## config.mk

```make
export PLATFORM = sky130hd
export DESIGN_NAME = bzone_discrete_sound
export DESIGN_NICKNAME = d
export VERILOG_FILES = /design/src/rtl/bzone_discrete_sound.sv
export SDC_FILE = /design/constraint.sdc
export NUM_CORES = 1
export LEC_CHECK = 0
export ABC_AREA = 1
export BUFFER_PORTS_ARGS = -buffer_cell sky130_fd_sc_hd__buf_2
export CORE_ASPECT_RATIO = 0.9
export CORE_UTILIZATION = 40
export CTS_BUF_LIST = sky130_fd_sc_hd__clkbuf_8
export CTS_CLUSTER_SIZE = 16
export DETAILED_ROUTE_END_ITERATION = 10
export PLACE_DENSITY_LB_ADDON = 0.12
export SYNTH_ARGS = -nofsm -noshare
export SYNTH_HDL_FRONTEND = slang
export SYNTH_SLANG_ARGS = --single-unit
```

## constraint.sdc

```tcl
create_clock -name clk -period 2.8 [get_ports clk]
set_clock_uncertainty 0.15 [all_clocks]
set_input_delay 0 -clock clk [delete_from_list [all_inputs] [get_ports clk]]
set_output_delay 0 -clock clk [all_outputs]
set_load 0.01 [all_outputs]
```

## src/rtl/bzone_discrete_sound.sv

```systemverilog
// bzone_discrete_sound: Battlezone discrete voices (explosion, shell, engine) mixed with POKEY audio.
// Define BZ_ENGINE_SND_EN to build the engine square-wave voice; without it the engine term is 0 and ctrl[4] is ignored.
module bzone_discrete_sound #(
   parameter int SAMPLE_DIV  = 1000,
   parameter int EXPLO_DECAY = 96,
   parameter int SHELL_DECAY = 24,
   parameter int ENG_LO      = 40,
   parameter int ENG_HI      = 24
) (
   input  logic       clk,
   input  logic       rst,
   input  logic       noise_en,
   input  logic [7:0] ctrl,
   input  logic [3:0] pokey_aud,
   output logic [7:0] sample_out,
   output logic       sample_valid
);
   localparam logic [15:0] DIV_LAST = 16'(SAMPLE_DIV - 1);
   localparam logic [15:0] EX_LAST  = 16'(EXPLO_DECAY - 1);
   localparam logic [15:0] SH_LAST  = 16'(SHELL_DECAY - 1);
   logic             en, tick;
   logic [15:0]      cnt_q, cnt_d, lfsr_q, lfsr_d;
   logic [1:0]       noise_q, noise_d, prev_q, trig, step, loud_q, loud_d;
   logic [1:0][7:0]  env_q, env_d;
   logic [1:0][15:0] pre_q, pre_d;
   logic [1:0][5:0]  amp;
   logic [7:0]       eng_amp, mix;
   logic             unused_ok;
   assign en  = ctrl[5];
   assign mix = {2'b00, pokey_aud, 2'b00} + {2'b00, amp[0]} + {2'b00, amp[1]} + eng_amp;
   // sample-rate divider: tick on the last count, then wrap
   always_comb begin
      tick  = cnt_q == DIV_LAST;
      cnt_d = tick ? '0 : cnt_q + 16'd1;
   end
   // noise LFSR (held clear while sound is disabled) and the two noise flops it toggles
   always_comb begin
      lfsr_d  = !en ? '0 : noise_en ? {lfsr_q[14:0], ~(lfsr_q[3] ^ lfsr_q[14])} : lfsr_q;
      noise_d = noise_en ? noise_q ^ {lfsr_q[14:11] != 4'hF, lfsr_q[15]} : noise_q;
   end
   // envelopes: index 0 explosion, 1 shell; trigger edge reloads and beats a coincident decay step
   always_comb begin
      for (int i = 0; i < 2; i++) begin
         trig[i]   = ctrl[2*i+1] & ~prev_q[i];
         step[i]   = tick && pre_q[i] == (i == 0 ? EX_LAST : SH_LAST);
         env_d[i]  = !en ? '0 : trig[i] ? 8'hFF : (step[i] && env_q[i] != '0) ? env_q[i] - 8'd1 : env_q[i];
         pre_d[i]  = (!en || trig[i] || step[i]) ? '0 : tick ? pre_q[i] + 16'd1 : pre_q[i];
         loud_d[i] = (en && trig[i]) ? ctrl[2*i] : loud_q[i];
         amp[i]    = !(en && noise_q[i]) ? '0 : loud_q[i] ? env_q[i][7:2] : {1'b0, env_q[i][7:3]};
      end
   end
   // core state and the output sample, loaded one clk after each tick
   always_ff @(posedge clk) begin
      if (rst) begin
         cnt_q        <= '0;
         lfsr_q       <= '0;
         noise_q      <= '0;
         prev_q       <= 2'b11;
         env_q        <= '0;
         pre_q        <= '0;
         loud_q       <= '0;
         sample_out   <= '0;
         sample_valid <= 1'b0;
      end else begin
         cnt_q        <= cnt_d;
         lfsr_q       <= lfsr_d;
         noise_q      <= noise_d;
         prev_q       <= {ctrl[3], ctrl[1]};
         env_q        <= env_d;
         pre_q        <= pre_d;
         loud_q       <= loud_d;
         sample_out   <= tick ? mix : sample_out;
         sample_valid <= tick;
      end
   end
`ifdef BZ_ENGINE_SND_EN
   logic [15:0] eng_q, eng_d, per_q, per_d, per;
   assign unused_ok = ^ctrl[7:6];
   // engine square wave: period picked while the counter sits at 0, high for its first half
   always_comb begin
      per     = eng_q == '0 ? (ctrl[4] ? 16'(ENG_HI) : 16'(ENG_LO)) : per_q;
      per_d   = per;
      eng_amp = (en && eng_q < (per >> 1)) ? 8'd32 : 8'd0;
      eng_d   = !en ? '0 : !tick ? eng_q : (eng_q == per - 16'd1) ? '0 : eng_q + 16'd1;
   end
   // engine counter and latched period
   always_ff @(posedge clk) begin
      if (rst) begin
         eng_q <= '0;
         per_q <= 16'(ENG_LO);
      end else begin
         eng_q <= eng_d;
         per_q <= per_d;
      end
   end
`else
   assign unused_ok = ^{ctrl[7:6], ctrl[4]};
   assign eng_amp   = 8'd0;
`endif
endmodule
```

Word-level counts from Yosys, hierarchy flattened
Cells that the tools add are included.
- add/sub/neg operators: 7
- eq/ne operators: 4
- mux-type cells: 8
- bitwise operators: 8
- reductions and logical operators: 21
- operator list (cell ; count):
    $add A16 B1 Y16 const B ; 3
    $mux W8 ; 4
    $mux W6 ; 4
    $eq A16 B10 Y1 const B ; 1
    $eq A16 B5 Y1 const B ; 1
    $eq A16 B7 Y1 const B ; 1
    $reduce_bool A8 Y1 ; 2
    $sub A8 B1 Y8 const B ; 2
    $add A7 B6 Y8 ; 1
    $logic_and A1 B1 Y1 ; 8
    $reduce_or A2 Y1 ; 4
    $add A6 B6 Y7 ; 1
    $logic_or A1 B1 Y1 ; 4
    $ne A4 B4 Y1 const B ; 1
    $not A1 Y1 ; 4
    $reduce_bool A2 Y1 ; 2
    $and A1 B1 Y1 ; 2
    $xor A2 B2 Y2 ; 1
    $logic_not A1 Y1 ; 1
    $xor A1 B1 Y1 ; 1
- flip-flop bits (word level): 95
- output and inout port bits: 9
- word-level logic and storage cells: 60

Logic depth before layout (Yosys ltp)
Gate-level depths: netlist of the first run.
- depth after elaboration: 5
- gate-level depth with buffers: 13
- mapped depth without buffers: 13

Worst setup path after synthesis of the first run
OpenSTA, ideal clock, no wires.
- kind: flip-flop to flip-flop
- from: reg loud_q[0]
- to: reg sample_out[7]
- setup time: 113 ps
- data arrival time: 2133 ps
- path slack: 403 ps
- stages on the path, launching flop included: 13
- buffers on the path: 1
- clock period less this slack: 2397 ps
- path through: dfxtp_1 clkbuf_1 a21oi_1 o21ai_0 fa_1 inv_1 fa_1 a21oi_1 o21bai_1 nand2_1 nand2_1 nand3_1 nand2_1
- word-level cells in the longest chain between the ends: 4
- RTL lines (what ; RTL line ; RTL):
    start, declared ; 23 ; logic [1:0] noise_q, noise_d, prev_q, trig, step, loud_q, loud_d;
    start signal, assigned ; 71 ; loud_q <= loud_d;
    $mux W6 (2 in a row) ; 49 ; amp[i] = !(en && noise_q[i]) ? '0 : loud_q[i] ? env_q[i][7:2] : {1'b0, env_q[i][7:3]};
    $add A6 B6 Y7 ; 30 ; assign mix = {2'b00, pokey_aud, 2'b00} + {2'b00, amp[0]} + {2'b00, amp[1]} + eng_amp;
    $add A7 B6 Y8 ; 30 ;
    end signal, assigned ; 72 ; sample_out <= tick ? mix : sample_out;
    end, declared ; 15 ; output logic [7:0] sample_out,
Every way passes these cells.
A chain may end at the register's enable or synchronous reset.

Worst setup path after layout of the first run
- from: reg noise_q[0]
- to: reg sample_out[7]
- word-level cells in the longest chain between the ends: 4
- RTL lines (what ; RTL line ; RTL):
    start, declared ; 23 ;
    start signal, assigned ; 67 ; noise_q <= noise_d;
    $logic_and A1 B1 Y1 ; 49 ;
    $mux W6 ; 49 ;
    $add A6 B6 Y7 ; 30 ;
    $add A7 B6 Y8 ; 30 ;
Every way passes these cells.

==> impl_metrics.yaml, run 1 <==
status:
  run_status: "completed"
timing:
  unrepaired_setup_endpoints_after_global_routing: "no"
  fin_tns_setup_ns: 0
  max_freq_mhz: 392.1
  finalCriticalPeriod_ns: 2.550
  hold_viol_final: 0
  relative_slew_margins: 0.6257
  final.setup.worst_slack_ns: 0.2496
  post-route-period-util: 0.9108
  setup-violations-final: 0
  timing_max_transition_violations_final: 0
  max_slew.worst_pin.slew_ns: 0.5572
placed_design:
  globalplace.congestion: 0.8846
  placedInstanceArea_um2: 5595
  dp_slack_ns: 0.2528
  io_buffers: 20
  dp_hpwl_mm: 8.920
worst_setup_path:
  critPathRequiredTime_ns: 2.94
  crit_path_top_delay_cell: "sky130_fd_sc_hd__fa_1"
  cp-start-kind: "flop"
  crit-reg2reg-launch: "noise_q[0]$_SDFFE_PP0P_"
  timing.critical_path.buf_inv: 1
  critical_path.cell_chain: "nand2_1 > a21oi_1 > o21ai_0 > fa_1 > inv_1 > fa_1 > a21oi_1 > o21bai_1 > nand2_1 > nand2_1 > nand3_1 > nand2_1"
  worstPathArrival_ns: 2.69
  path_depth: 12
  cp_common_cell: "sky130_fd_sc_hd__nand2_1"
  worstReg2RegEnd: "sample_out[7]$_SDFFE_PP0P_"
  worst_r2r_path_depth: 12
  slowest_delay_ns: 0.54
  worstSetupEndpointType: "flop"
  setup.reg_to_reg.worst_slack_ns: 0.25
  crit_path_max_fanout: 3
  worstSetupPathType: "flop to flop"
  path_delay_family: "adder cells"
global_routing:
  first_pass_grt_wire_length_mm: 21.02
  number_of_antenna_violations_at_the_first_check_in_global_routing: 0
  global_route.overflow_total: 0
  grt_max_degree: 23
  grt_use_total: 0.1915
  first_global_vias: 4526
flow_run:
  drv_cap: 0
routing:
  ant_nets: 0
  drt_wl_total_mm: 12.23
  drc: 0
  routed_wire_length_per_instance_um: 12.35
  detailedRoute.firstPassIterationCount: 5
  routed-via-count: 4951
  route.detailed.vias_per_inst: 5.001
  detail_route.iter0.violations: 280
synth:
  synth_top_family_by_area: "simple AND/OR/NAND/NOR gates"
  post_synth_inst_count: 786
  muxShareOfSynthArea: 0
  synth_nets: 820
  synth-adder-area-share: 0.05151
  synth.lib_cells_used.distinct: 46
  syn_area_um2: 5344
  synth_compound_area_frac: 0.1161
  synth-seq-cells: 95
  yosys.area_share.simple: 0.3594
  synth_warnings: 0
  synth_area_per_cell_um2: 6.799
  synth-xor-area-share: 0.03114
  share_of_the_yosys_chip_area_belonging_to_registers: 0.3559
layout:
  num-nets-final: 855
  area_growth_pct: 11.59
  insertedDiodeCount: 0
  post_route_cells_drive_above_1_share: 0.1029
  design_area_um2: 5963
  final_util: 0.4629
cts:
  worstSkewPairLatency_ns: 0.38
  ctsLongestPathBuffers: 2
  post-cts-setup-buffers: 0
  cts_hold_buf: 15
  worst_setup_hold_path_clk_slew_ns: 0.10
  htree_levels: 3
  clock-root-buffer: "sky130_fd_sc_hd__clkbuf_8"
  ctsResizeCount: 0
  tritoncts: "yes"
  num_cts_buffers: 9
  cts.sinks: 95
power:
  power.density_nw_per_um2: 425.8
  leakagePower_nw: 2.398
  ir_drop_v: 0.0003509
min_path:
  class_of_the_tightest_hold_or_removal_check: "primary input to flop"
  hp-start: "pokey_aud[2]"
  worstHoldEndpoint: "sample_out[5]$_SDFFE_PP0P_"
  whs_path_depth: 5
floorplan:
  effective_utilization_at_floorplan: 0.4148
  die_height_um: 111.7
  core.rowCount: 39
  core_area_um2: 12880
  boundaryPins: 24
  die_width_um: 123.8
  die_area_um2: 13830
## cell usage in the layout, fill, tap and decap left out, types with 20 or more instances in the layout
cell,n
sky130_fd_sc_hd__nand3_1,67
sky130_fd_sc_hd__dfxtp_1,95
sky130_fd_sc_hd__a21oi_1,71
sky130_fd_sc_hd__nand2_1,204
sky130_fd_sc_hd__inv_1,81
sky130_fd_sc_hd__nor2_1,80
sky130_fd_sc_hd__buf_2,20
sky130_fd_sc_hd__nor3_1,23
sky130_fd_sc_hd__o21ai_0,29
## logic make-up after synthesis
kind of cell    after synthesis
simple gates                426
flops                        95
fa+ha+maj                    19
compound gates              116
xor+xnor                     19
buf+inv                     111
## flip-flops by register name, summed over array words and instances (netlist names)
name / count
noise_q: 2
loud_q: 2
cnt_q: 16
sample_out: 8
prev_q: 2
pre_q: 32
env_q: 16
lfsr_q: 16
sample_valid: 1
## synth_stat cells (all sizes together)
library cell / instances / area share
and3: 1 / 0.0012
fa: 5 / 0.019
o21bai: 1 / 0.0014
nand2: 213 / 0.16
nand3b: 1 / 0.0014
buf: 7 / 0.011
or2: 4 / 0.0047
clkinv: 2 / 0.0023
nor3b: 4 / 0.0066
o211ai: 1 / 0.0023
inv: 92 / 0.065
o31ai: 1 / 0.0014
ha: 14 / 0.033
o21ai: 35 / 0.034
clkbuf: 10 / 0.0070
dfxtp: 95 / 0.36
a31oi: 2 / 0.0023
nor4: 1 / 0.0012
nor2: 89 / 0.071
a211oi: 1 / 0.0014
a22o: 3 / 0.0049
xnor2: 1 / 0.0016
nand3: 71 / 0.073
a21oi: 72 / 0.068
xor2: 18 / 0.030
nor3: 24 / 0.023
nand4: 18 / 0.021
## worst reg2reg max path: cells and delay by family (launching register included)
family,cells,cell delay (ns)
buffers and inverters,1,0.07
adder cells (fa/ha/maj),2,0.99
flip-flops,1,0.36
AO/OA/AOI/OAI,4,0.50
AND/OR/NAND/NOR,5,0.39
## stage by stage
stage | hold slack, ns | std cells | total power, W
finish | 0.1132 | 990 | 0.002539
global route | 0.1340 | 990 | 0.002667
CTS | 0.09043 | 990 | 0.002583
detailed placement | 0.04480 | 959 | 0.001568
global placement | 0.03686 | 959 | 0.001564
floorplan | -0.05363 | 786 | 0.001526
## power by group
| part | switching, W | total, W | internal [W] |
|---|---|---|---|
| Sequential | 0.0000126 | 0.00138 | 0.00137 |
| Combinational | 0.000107 | 0.000171 | 0.0000643 |
| Clock | 0.000503 | 0.000989 | 0.000486 |
## how the worst max path moves through the flow
stage | startpoint | to
after floorplan | loud_q[0]$_SDFFE_PP0P_ | sample_out[7]$_SDFFE_PP0P_
after global placement | noise_q[0]$_SDFFE_PP0P_ | sample_out[6]$_SDFFE_PP0P_
after detailed placement | noise_q[0]$_SDFFE_PP0P_ | sample_out[7]$_SDFFE_PP0P_
after CTS | noise_q[0]$_SDFFE_PP0P_ | sample_out[7]$_SDFFE_PP0P_
after global routing | env_q[4]$_SDFFE_PP0P_ | sample_out[7]$_SDFFE_PP0P_
final | noise_q[0]$_SDFFE_PP0P_ | sample_out[7]$_SDFFE_PP0P_
## layout make-up
type,count,area [µm²]
Clock buffer,12,165.2
Clock inverter,4,52.55
Fill cell,1398,6919
Inverter,94,360.3
Multi-Input combinational cell,580,2983
Sequential cell,95,1902
Tap cell,164,205.2
Timing Repair Buffer,41,295.3
## routing by layer
| layer | vias to the layer above | part of all wire | GRT usage |
|---|---|---|---|
| met5 | - | 0 | 0 |
| met4 | 0 | 0.012 | 0.04900 |
| met3 | 12 | 0.036 | 0.04918 |
| met2 | 65 | 0.43 | 0.2900 |
| met1 | 2263 | 0.52 | 0.2682 |
| li1 | 2611 | - | - |
Note: power is estimated with default switching activity, not from simulation.
==> run 2, diff against run 1 <==
CORE_UTILIZATION = 64   (was 40)
==> impl_metrics.yaml, run 2 (synthesized netlist as in run 1, its figures left out) <==
floorplan:
  core.rowCount: 31
  die_area_um2: 8720
  die_height_um: 88.69
  die_width_um: 98.32
  core_area_um2: 8068
  boundaryPins: 24
  effective_utilization_at_floorplan: 0.6624
placed_design:
  globalplace.congestion: 0.9329
  dp_hpwl_mm: 8.504
  io_buffers: 20
worst_setup_path:
  path_delay_family: "adder cells"
  cp_common_cell: "sky130_fd_sc_hd__nand2_1"
  crit_path_max_fanout: 4
  worstSetupEndpointType: "flop"
  timing.critical_path.buf_inv: 2
  cp-start-kind: "flop"
  worstSetupPathType: "flop to flop"
  crit_path_top_delay_cell: "sky130_fd_sc_hd__fa_1"
  critical_path.cell_chain: "inv_1 > a21oi_1 > o21ai_0 > fa_1 > inv_1 > fa_1 > a21oi_1 > o21bai_1 > nand2_1 > nand2_1 > nand3_1 > nand2_1"
  worstPathArrival_ns: 2.77
  slowest_delay_ns: 0.51
  critPathRequiredTime_ns: 2.91
routing:
  drc: 0
  detailedRoute.firstPassIterationCount: 5
  route.detailed.vias_per_inst: 5.613
  detail_route.iter0.violations: 292
  drt_wl_total_mm: 12.06
  routed-via-count: 5164
  ant_nets: 0
  routed_wire_length_per_instance_um: 13.11
power:
  ir_drop_v: 0.0004202
  power.share.clock: 0.394
  internal_power_w: 0.001974
  net-switching-power_w: 0.0005878
  comb_power_share: 0.067
  leakagePower_nw: 2.393
  swShare: 0.2295
  power.density_nw_per_um2: 437.7
  power.share.sequential: 0.539
timing:
  fin_tns_setup_ns: 0
  relative_slew_margins: 0.5414
  max_freq_mhz: 376.0
  finalCriticalPeriod_ns: 2.659
  timing_max_transition_violations_final: 0
  post-route-period-util: 0.9498
  unrepaired_setup_endpoints_after_global_routing: "no"
  max_slew.worst_pin.slew_ns: 0.6858
  hold_viol_final: 0
  setup-violations-final: 0
layout:
  layout.filler_cells: 687
  registers.top_by_ff_count: "pre_q"
  largest_register_ff_count: 32
  layout_commonest_cell: "sky130_fd_sc_hd__nand2_1"
  post_route_cells_drive_above_1_share: 0.09744
  area_growth_pct: 9.506
  mostFrequentLayoutCells: "sky130_fd_sc_hd__nand2_1 (204), sky130_fd_sc_hd__dfxtp_1 (95), sky130_fd_sc_hd__inv_1 (83), sky130_fd_sc_hd__nor2_1 (80), sky130_fd_sc_hd__a21oi_1 (70)"
  num-nets-final: 850
  final_util: 0.7253
  insertedDiodeCount: 0
cts:
  clock-root-buffer: "sky130_fd_sc_hd__clkbuf_8"
  worstSkewPairLatency_ns: 0.36
  num_cts_buffers: 9
  worst_setup_hold_path_clk_slew_ns: 0.09
  htree_levels: 3
  ctsLongestPathBuffers: 2
  cts.sinks: 95
  tritoncts: "yes"
global_routing:
  number_of_antenna_violations_at_the_first_check_in_global_routing: 0
  grt_use_total: 0.2857
  first_global_vias: 4592
  global_route.overflow_total: 0
  grt_max_degree: 23
  first_pass_grt_wire_length_mm: 20.06
flow_run:
  drv_cap: 0
min_path:
  class_of_the_tightest_hold_or_removal_check: "primary input to flop"
status:
  run_status: "completed"
-- run 2: cell count changes in the layout (fill, tap and decap cells not counted) --
cell	change
sky130_fd_sc_hd__buf_4	-4
sky130_fd_sc_hd__clkinvlp_4	-3
sky130_fd_sc_hd__inv_1	+2
sky130_fd_sc_hd__a21oi_1	-1
sky130_fd_sc_hd__a21oi_2	+1
sky130_fd_sc_hd__bufinv_16	+1
sky130_fd_sc_hd__clkbuf_8	-1
sky130_fd_sc_hd__clkinv_2	+1
sky130_fd_sc_hd__dlygate4sd3_1	-1
-- run 2: worst paths after layout --
path	slack, ns	from	depth (start not counted)	endpoint
worst max-delay path	0.14	env_q[12]$_SDFFE_PP0P_	12	sample_out[7]$_SDFFE_PP0P_
worst min-delay path	0.13	pokey_aud[2]	5	sample_out[5]$_SDFFE_PP0P_
worst max register to register	0.14	env_q[12]$_SDFFE_PP0P_	12	sample_out[7]$_SDFFE_PP0P_
worst min register to register	0.30	cnt_q[0]$_SDFF_PP0_	1	cnt_q[0]$_SDFF_PP0_
-- run 2: per-layer routing --
metal	wire length, µm	up-vias	GRT usage
li1	-	2608	-
met1	5305	2376	0.3477
met2	5861	156	0.5128
met3	682	24	0.06082
met4	208	0	0.08955
met5	0	-	0
-- run 2: final cells by class --
| type | instances | area (µm²) | area share |
|---|---|---|---|
| timing repair buffer | 36 | 255.2 | 0.04362 |
| clock buffer | 11 | 151.4 | 0.02587 |
| sequential | 95 | 1902 | 0.3250 |
| inverter | 94 | 360.3 | 0.06158 |
| clock inverter | 5 | 72.57 | 0.01240 |
| multi-input combinational | 580 | 2987 | 0.5104 |
| tap | 99 | 123.9 | 0.02117 |
-- run 2: timing repair --
item	in CTS	in global routing
resized for setup	0	1
endpoints found under the setup margin	0	1
endpoints found under the hold margin	32	0
setup buffers	0	0
hold buffers	14	0
-- run 2: metrics by stage --
stage               hold slack (ns)  total power, W  instances  cell area [µm²]  worst slack, ns
floorplan                  -0.05363        0.001526        786             5344           0.4034
global placement            0.03313        0.001557        890             5484           0.3600
detailed placement          0.04158        0.001564        890             5484           0.2151
CTS                          0.1312        0.002571        920             5848           0.2157
global route                 0.1741        0.002656        920             5852          0.02509
finish                       0.1308        0.002561        920             5852           0.1405
-- run 2: worst reg2reg max path, cell delays in order (launching register included) --
cell and delay (ns):
sky130_fd_sc_hd__dfxtp_1 0.39, sky130_fd_sc_hd__inv_1 0.11, sky130_fd_sc_hd__a21oi_1 0.17, sky130_fd_sc_hd__o21ai_0 0.15, sky130_fd_sc_hd__fa_1 0.51, sky130_fd_sc_hd__inv_1 0.07, sky130_fd_sc_hd__fa_1 0.46, sky130_fd_sc_hd__a21oi_1 0.20
sky130_fd_sc_hd__o21bai_1 0.10, sky130_fd_sc_hd__nand2_1 0.09, sky130_fd_sc_hd__nand2_1 0.05, sky130_fd_sc_hd__nand3_1 0.06, sky130_fd_sc_hd__nand2_1 0.05
-- run 2: power groups by stage --
stage	sequential (W)	combinational [W]	clock [W]
2_1_floorplan	0.00141	0.000120	0
3_3_place_gp	0.00141	0.000147	0
3_5_place_dp	0.00141	0.000153	0
4_1_cts	0.00138	0.000168	0.00102
5_1_grt	0.00138	0.000194	0.00108
6_report	0.00138	0.000172	0.00101
